File: config.mk
export PLATFORM = sky130hd
export DESIGN_NAME = spi_txn_scheduler_flat
export DESIGN_NICKNAME = d
export VERILOG_FILES = /design/src/rtl/spi_pkg.sv /design/src/rtl/spi_txn_scheduler_if.sv /design/src/rtl/spi_rr_arbiter.sv /design/src/rtl/spi_txn_scheduler.sv /design/src/flat_wrapper.sv
export SDC_FILE = /design/constraint.sdc
export NUM_CORES = 1
export LEC_CHECK = 0
export CORE_ASPECT_RATIO = 1.25
export CORE_MARGIN = 8
export CORE_UTILIZATION = 50
export DETAILED_ROUTE_END_ITERATION = 8
export GPL_TIMING_DRIVEN = 0
export MAX_ROUTING_LAYER = met4
export PLACE_DENSITY_LB_ADDON = 0.25
export SYNTH_ARGS = -nofsm -noshare
export SYNTH_HDL_FRONTEND = slang
export SYNTH_SLANG_ARGS = --single-unit
File: constraint.sdc
create_clock -name clk -period 2.9 [get_ports clk]
set_clock_uncertainty 0.2 [all_clocks]
set_input_delay 0.435 -clock clk [delete_from_list [all_inputs] [get_ports clk]]
set_output_delay 0.435 -clock clk [all_outputs]
set_load 0.02 [all_outputs]
File: src/rtl/spi_pkg.sv
// Shared definitions for the SPI transaction scheduler.
//   BYTE_W       : width of one SPI byte
//   GAP_CYC_DEF  : default idle cycles between bytes of one transaction
//   TO_CYC_DEF   : default watchdog limit for one engine wait
//   state_t      : scheduler FSM encoding
package spi_pkg;
  localparam int BYTE_W      = 8;
  localparam int GAP_CYC_DEF = 2;
  localparam int TO_CYC_DEF  = 64;

  typedef enum logic [2:0] {
    IDLE,
    ARB,
    LOAD,
    WAIT_BUSY,
    WAIT_DONE,
    GAP
  } state_t;
endpackage

File: src/rtl/spi_txn_scheduler_if.sv
// Bundle of the requester-side and byte-engine-side signals of the scheduler.
//   slave  : scheduler view (requests, MOSI bytes and engine status in;
//            grants, takes, MISO results and engine strobe out)
//   master : environment view (requesters + byte engine), directions mirrored
interface spi_txn_scheduler_if #(parameter int LEN_W = 4);
  import spi_pkg::*;

  logic [1:0]          req_valid;
  logic [2*LEN_W-1:0]  req_len;
  logic [1:0]          req_grant;
  logic [2*BYTE_W-1:0] tx_data;
  logic [1:0]          tx_take;
  logic [BYTE_W-1:0]   rx_data;
  logic                rx_valid;
  logic                rx_id;
  logic                txn_done;
  logic                txn_err;
  logic                eng_nwr;
  logic [BYTE_W-1:0]   eng_data_tx;
  logic [BYTE_W-1:0]   eng_data_rx;
  logic                eng_busy;

  modport slave (
    input  req_valid, req_len, tx_data, eng_data_rx, eng_busy,
    output req_grant, tx_take, rx_data, rx_valid, rx_id, txn_done, txn_err,
           eng_nwr, eng_data_tx
  );

  modport master (
    output req_valid, req_len, tx_data, eng_data_rx, eng_busy,
    input  req_grant, tx_take, rx_data, rx_valid, rx_id, txn_done, txn_err,
           eng_nwr, eng_data_tx
  );
endinterface

File: src/rtl/spi_rr_arbiter.sv
// Two-way round-robin arbiter.
//   clk, reset : clock, async active-high reset (pointer back to requester 0)
//   req        : request vector
//   advance    : a grant is being taken this cycle; move priority past winner
//   gnt        : one-hot grant (combinational)
module spi_rr_arbiter (
  input  logic       clk,
  input  logic       reset,
  input  logic [1:0] req,
  input  logic       advance,
  output logic [1:0] gnt
);
  logic ptr;  // requester holding priority

  always_comb begin
    gnt = 2'b00;
    if (req[ptr])       gnt[ptr]  = 1'b1;
    else if (req[~ptr]) gnt[~ptr] = 1'b1;
  end

  // Winner 0 hands priority to 1 and vice versa.
  always_ff @(posedge clk or posedge reset) begin
    if (reset)                ptr <= 1'b0;
    else if (advance && |gnt) ptr <= gnt[0];
  end
endmodule

File: src/rtl/spi_txn_scheduler.sv
// Schedules multi-byte SPI transactions from two requesters onto one byte
// engine.
//   clk, reset : clock, async active-high reset
//   bus        : requester handshake (req_valid/req_len/req_grant,
//                tx_data/tx_take), results (rx_data/rx_valid/rx_id,
//                txn_done/txn_err) and byte engine (eng_nwr/eng_data_tx,
//                eng_data_rx/eng_busy)
// Parameters: LEN_W byte-count field width, GAP_CYC inter-byte idle cycles,
// TO_CYC watchdog limit (>= 2) per byte, counted from LOAD.
module spi_txn_scheduler
  import spi_pkg::*;
#(
  parameter int LEN_W   = 4,
  parameter int GAP_CYC = GAP_CYC_DEF,
  parameter int TO_CYC  = TO_CYC_DEF
) (
  input logic                clk,
  input logic                reset,
  spi_txn_scheduler_if.slave bus
);
  localparam int WDW = $clog2(TO_CYC + 1);
  localparam int GW  = $clog2(GAP_CYC + 2);
  localparam logic [WDW-1:0] TO_LAST  = WDW'(TO_CYC - 1);
  localparam logic [GW-1:0]  GAP_LAST = GW'((GAP_CYC > 0) ? GAP_CYC - 1 : 0);

  state_t            state, state_n;
  logic [1:0]        gnt;
  logic              owner;
  logic [LEN_W-1:0]  cnt;
  logic [WDW-1:0]    wd;
  logic [GW-1:0]     gcnt;
  logic              eng_nwr;
  logic [BYTE_W-1:0] eng_data_tx;
  logic [BYTE_W-1:0] rx_data;
  logic              rx_valid, txn_done, txn_err;
  logic              in_wait, byte_end, progress, abort;

  spi_rr_arbiter u_arb (
    .clk     (clk),
    .reset   (reset),
    .req     (bus.req_valid),
    .advance (state == ARB),
    .gnt     (gnt)
  );

  assign in_wait  = (state == WAIT_BUSY) || (state == WAIT_DONE);
  assign byte_end = (state == WAIT_DONE) && !bus.eng_busy;
  // The engine answering on the last allowed cycle still counts as in time.
  assign progress = ((state == WAIT_BUSY) && bus.eng_busy) || byte_end;
  assign abort    = in_wait && (wd == TO_LAST) && !progress;

  always_ff @(posedge clk or posedge reset) begin
    if (reset) state <= IDLE;
    else       state <= state_n;
  end

  always_comb begin
    state_n = state;
    unique case (state)
      IDLE:      if (|bus.req_valid) state_n = ARB;
      ARB:       state_n = (|gnt) ? LOAD : IDLE;
      LOAD:      state_n = WAIT_BUSY;
      WAIT_BUSY: begin
        if (abort)             state_n = IDLE;
        else if (bus.eng_busy) state_n = WAIT_DONE;
      end
      WAIT_DONE: begin
        if (abort)             state_n = IDLE;
        else if (byte_end)     state_n = (cnt == '0) ? IDLE :
                                         (GAP_CYC == 0) ? LOAD : GAP;
      end
      GAP:       if (gcnt == GAP_LAST) state_n = LOAD;
      default:   state_n = IDLE;
    endcase
  end

  always_ff @(posedge clk or posedge reset) begin
    if (reset) begin
      owner       <= 1'b0;
      cnt         <= '0;
      wd          <= '0;
      gcnt        <= '0;
      eng_nwr     <= 1'b1;
      eng_data_tx <= '0;
      rx_data     <= '0;
      rx_valid    <= 1'b0;
      txn_done    <= 1'b0;
      txn_err     <= 1'b0;
    end else begin
      rx_valid <= 1'b0;
      txn_done <= 1'b0;
      txn_err  <= 1'b0;
      unique case (state)
        ARB: begin
          if (|gnt) begin
            owner <= gnt[1];
            cnt   <= gnt[1] ? bus.req_len[2*LEN_W-1:LEN_W] : bus.req_len[LEN_W-1:0];
          end
        end
        LOAD: begin
          // Data and strobe change together so the engine sees a stable byte
          // at the falling edge of eng_nwr.
          eng_data_tx <= owner ? bus.tx_data[2*BYTE_W-1:BYTE_W] : bus.tx_data[BYTE_W-1:0];
          eng_nwr     <= 1'b0;
          wd          <= WDW'(1);  // the LOAD cycle itself counts toward the limit
        end
        WAIT_BUSY: begin
          wd <= wd + 1'b1;
          if (bus.eng_busy || abort) eng_nwr <= 1'b1;
          if (abort) txn_err <= 1'b1;
        end
        WAIT_DONE: begin
          wd <= wd + 1'b1;
          if (abort) txn_err <= 1'b1;
          if (byte_end) begin
            rx_data  <= bus.eng_data_rx;
            rx_valid <= 1'b1;
            gcnt     <= '0;
            if (cnt != '0) cnt <= cnt - 1'b1;
            else           txn_done <= 1'b1;
          end
        end
        GAP:     gcnt <= gcnt + 1'b1;
        default: ;
      endcase
    end
  end

  assign bus.req_grant   = (state == ARB)  ? gnt : 2'b00;
  assign bus.tx_take     = (state == LOAD) ? {owner, ~owner} : 2'b00;
  assign bus.eng_nwr     = eng_nwr;
  assign bus.eng_data_tx = eng_data_tx;
  assign bus.rx_data     = rx_data;
  assign bus.rx_valid    = rx_valid;
  assign bus.rx_id       = owner;
  assign bus.txn_done    = txn_done;
  assign bus.txn_err     = txn_err;
endmodule
File: src/flat_wrapper.sv
// flat-port wrapper written by rule: the top's interface ports become plain ports
module spi_txn_scheduler_flat import spi_pkg::*;
#(
  parameter int LEN_W   = 4,
  parameter int GAP_CYC = GAP_CYC_DEF,
  parameter int TO_CYC  = TO_CYC_DEF
)
  (clk, reset, bus_req_valid, bus_req_len, bus_tx_data, bus_eng_data_rx, bus_eng_busy, bus_req_grant, bus_tx_take, bus_rx_data, bus_rx_valid, bus_rx_id, bus_txn_done, bus_txn_err, bus_eng_nwr, bus_eng_data_tx);
  spi_txn_scheduler_if #(.LEN_W(LEN_W)) bus_i ();
  input logic clk;
  input logic reset;
  input wire logic [$bits(bus_i.req_valid)-1:0] bus_req_valid;
  input wire logic [$bits(bus_i.req_len)-1:0] bus_req_len;
  input wire logic [$bits(bus_i.tx_data)-1:0] bus_tx_data;
  input wire logic [$bits(bus_i.eng_data_rx)-1:0] bus_eng_data_rx;
  input wire logic [$bits(bus_i.eng_busy)-1:0] bus_eng_busy;
  output wire logic [$bits(bus_i.req_grant)-1:0] bus_req_grant;
  output wire logic [$bits(bus_i.tx_take)-1:0] bus_tx_take;
  output wire logic [$bits(bus_i.rx_data)-1:0] bus_rx_data;
  output wire logic [$bits(bus_i.rx_valid)-1:0] bus_rx_valid;
  output wire logic [$bits(bus_i.rx_id)-1:0] bus_rx_id;
  output wire logic [$bits(bus_i.txn_done)-1:0] bus_txn_done;
  output wire logic [$bits(bus_i.txn_err)-1:0] bus_txn_err;
  output wire logic [$bits(bus_i.eng_nwr)-1:0] bus_eng_nwr;
  output wire logic [$bits(bus_i.eng_data_tx)-1:0] bus_eng_data_tx;
  assign bus_i.req_valid = bus_req_valid;
  assign bus_i.req_len = bus_req_len;
  assign bus_i.tx_data = bus_tx_data;
  assign bus_i.eng_data_rx = bus_eng_data_rx;
  assign bus_i.eng_busy = bus_eng_busy;
  assign bus_req_grant = bus_i.req_grant;
  assign bus_tx_take = bus_i.tx_take;
  assign bus_rx_data = bus_i.rx_data;
  assign bus_rx_valid = bus_i.rx_valid;
  assign bus_rx_id = bus_i.rx_id;
  assign bus_txn_done = bus_i.txn_done;
  assign bus_txn_err = bus_i.txn_err;
  assign bus_eng_nwr = bus_i.eng_nwr;
  assign bus_eng_data_tx = bus_i.eng_data_tx;
  spi_txn_scheduler #(.LEN_W(LEN_W), .GAP_CYC(GAP_CYC), .TO_CYC(TO_CYC)) u_core (.clk(clk), .reset(reset), .bus(bus_i));
endmodule
==> results.py <==
metrics = {
    "run_status": {
        "status": "complete, no violations",
    },
    "cells_and_area": {
        "n_fill_cell": 275,
        "antenna_cells": 0,
        "synthToLayoutAreaGrowth_pct": 41.9,
        "final_area_mm2": 0.00279,
        "final_nets": 310,
        "final_cells": 324,
        "final_common_cell": "clkdlybuf4s50_1",
        "final_cell_mix": "clkdlybuf4s50_1 (59), dfrtp_1 (37), nand2_1 (20)",
        "drive_above_1_share": 0.111,
    },
    "cts": {
        "postCtsHoldBufs": 0,
        "clk_path_buf_depth": 2,
        "root_buffer": "clkbuf_8",
        "clk_latency_ns": 0.29,
        "cts_buffers": 5,
        "clk_pin_slew_ns": 0.08,
        "cts_max_level": 2,
        "cts_tree": "yes",
        "cts.sinks": 38,
    },
    "global_route": {
        "grt_pass1_vias": 1733,
        "grt_overflow_total": 0,
        "grt_max_degree": 39,
        "grtUsageTotal": 0.166,
        "antenna_found_initial": 0,
        "grt_pass1_wl_um": 7960,
    },
    "routing": {
        "ant_nets": 0,
        "via_per_inst": 5.33,
        "dr_total_vias": 1728,
        "first_pass_iters": 4,
        "wl_um": 4910,
        "drt_iter0_markers": 106,
        "post_drt_wl_per_cell_um": 15.1,
        "drc_errors": 0,
    },
    "sta": {
        "min_period_ns": 2.80,
        "min_period_over_period": 0.964,
        "slew_violations": 0,
        "final_hold_viol_count": 0,
        "worst_slew_pin_slew_ns": 0.938,
        "setup_viol": 0,
        "fmax_ghz": 0.358,
        "setup_ws_ns": 0.104,
        "slew-limit-headroom": 0.373,
    },
    "pwr": {
        "powerDensity_mw_per_mm2": 1040,
        "peakVddDrop_mv": 0.523,
        "p_leak_uw": 0.00120,
    },
    "place": {
        "dp_cells": 316,
        "io_buffer_count": 60,
        "dpl_cell_area_mm2": 0.00264,
        "place_ws_ns": 0.0541,
        "gp_congestion": 0.856,
        "hpwl_um": 3590,
    },
    "synth": {
        "synth_fp_nets": 243,
        "synth_top_family_by_area": "compound AO/OA/AOI/OAI gates",
        "synth_area_per_cell_um2": 9.75,
        "synth.mux.area_fraction": 0.0991,
        "synthCells": 202,
        "synthXorXnorAreaFrac": 0.00889,
        "synth_compound_area_frac": 0.174,
        "synthSimpleGateAreaFrac": 0.170,
        "async_reset_ff_frac": 1.00,
        "synth_seq_cells": 38,
        "yosysSeqAreaShare": 0.483,
        "synth_edf_count": 0,
        "yosysUniqueCellTypes": 42,
        "synthAdderAreaFrac": 0.0254,
        "yosys_warnings": 0,
        "yosys_most_used_dff": "dfrtp_1",
        "syn_area_mm2": 0.00197,
    },
    "min_path": {
        "hp-class": "reg2reg",
        "min_to": "u_core.bus.eng_nwr$_DFFE_PP1P_",
        "min_from": "u_core.bus.eng_nwr$_DFFE_PP1P_",
        "hold_depth": 2,
    },
    "worst_setup_path": {
        "r2r_end": "u_core.cnt[3]$_DFFE_PP0P_",
        "ff2ff_setup_slack_ns": 0.57,
        "crit_family": "simple AND/OR/NAND/NOR gates",
        "path_max_fanout": 9,
        "r2r_start": "u_core.cnt[0]$_DFFE_PP0P_",
        "crit_path_end_kind": "output port",
        "worst_setup_path_start_kind": "register",
        "slowest_stage": "clkdlybuf4s50_1",
        "cp.arrival_ns": 2.16,
        "path_cells": "nand2b_1 > nor2_4 > and2_1 > clkdlybuf4s50_1",
        "worst-path-buf-inv": 1,
        "worstSetupPathType": "reg2out",
        "crit_required_ns": 2.27,
        "worst_r2r_path_depth": 7,
        "max_stage_delay_ns": 0.61,
    },
    "die": {
        "pin_count": 62,
        "core_area_mm2": 0.00378,
        "rows": 25,
        "die_h_um": 86.2,
        "die_x_um": 72.1,
        "dieArea_mm2": 0.00622,
        "start_util": 0.520,
    },
    "run": {
        "drv_cap": 0,
    },
}
-- sequential cells by signal (all words and copies together), names as in the netlist, 2 cells and up --
register                flops
u_core.state                3
u_core.wd                   7
u_core.cnt                  4
u_core.bus.eng_data_tx      8
u_core.gcnt                 2
u_core.bus.rx_data          8
-- worst register-to-register path, delay by kind of cell, from the launching register on --
kind | cells | cell delay (ns)
flops | 1 | 0.42
simple gates | 3 | 0.99
fa+ha+maj | 1 | 0.17
compound gates | 1 | 0.09
buf+inv | 1 | 0.09
mux | 1 | 0.27
-- power by group --
group | switching, uW | internal, uW
Sequential | 145 | 755
Combinational | 786 | 682
Clock | 195 | 345
-- through the flow --
step                hold WS [ns]  total power [uW]  utilization   TNS, ns
floorplan                  0.249              1820            -         0
global placement           0.251              2310        0.697         0
detailed placement         0.260              2340        0.697         0
CTS                        0.272              2920        0.736         0
global route               0.292              3110        0.738  -0.00501
finish                     0.268              2910        0.738         0
-- Yosys cell counts (5+ instances only) --
master	count	share of area
mux2_2	8	0.046
nor2_1	17	0.032
o21ai_0	15	0.038
nand3_1	6	0.015
mux2i_1	9	0.046
and3_1	6	0.019
inv_1	9	0.017
clkbuf_1	6	0.011
nand2_1	20	0.038
a21oi_1	17	0.043
nor3_1	5	0.013
dfrtp_1	37	0.47
-- cell type report --
| class | count | area (um2) | area share |
|---|---|---|---|
| timing repair buffer | 62 | 618 | 0.221 |
| buffer | 8 | 36.3 | 0.0130 |
| tap | 54 | 67.6 | 0.0242 |
| multi-input combinational | 145 | 948 | 0.339 |
| inverter | 9 | 33.8 | 0.0121 |
| clock buffer | 5 | 68.8 | 0.0246 |
| sequential | 38 | 952 | 0.341 |
| clock inverter | 3 | 68.8 | 0.0246 |
-- worst max path at each step --
| stage | startpoint | end | slack (ns) | cells past startpoint |
|---|---|---|---|---|
| 2_1_floorplan | u_core.state[0]$_DFFE_PP0P_ | bus_req_grant[0] | 0.88 | 5 |
| 3_3_place_gp | bus_req_valid[1] | bus_req_grant[1] | 0.05 | 5 |
| 3_5_place_dp | bus_req_valid[1] | bus_req_grant[1] | 0.05 | 5 |
| 4_1_cts | u_core.state[2]$_DFFE_PP0P_ | bus_tx_take[1] | 0.01 | 5 |
| 5_1_grt | u_core.state[1]$_DFFE_PP0P_ | bus_tx_take[1] | -0.005 | 5 |
| 6_report | u_core.state[2]$_DFFE_PP0P_ | bus_tx_take[1] | 0.10 | 4 |
-- timing repair --
item / 4_1_cts / 5_1_grt
pin swaps: 0 / 1
endpoints found under the setup margin: 2 / 3
gates resized for setup: 3 / 1
setup buffers: 0 / 2
-- routing by layer --
metal | track usage | up-vias | part of all wire
met5 | - | - | 0
met4 | 0.0521 | 0 | 0.013
met3 | 0.0408 | 8 | 0.054
met2 | 0.285 | 48 | 0.52
met1 | 0.182 | 824 | 0.41
li1 | - | 848 | -
-- kinds of logic after synthesis --
group	after synthesis
AO/OA/AOI/OAI	53
flip-flops	38
XOR/XNOR	2
buffers and inverters	19
AND/OR/NAND/NOR	68
adder cells (fa/ha/maj)	4
multiplexers	18
Power figures use the tool's default switching activity.
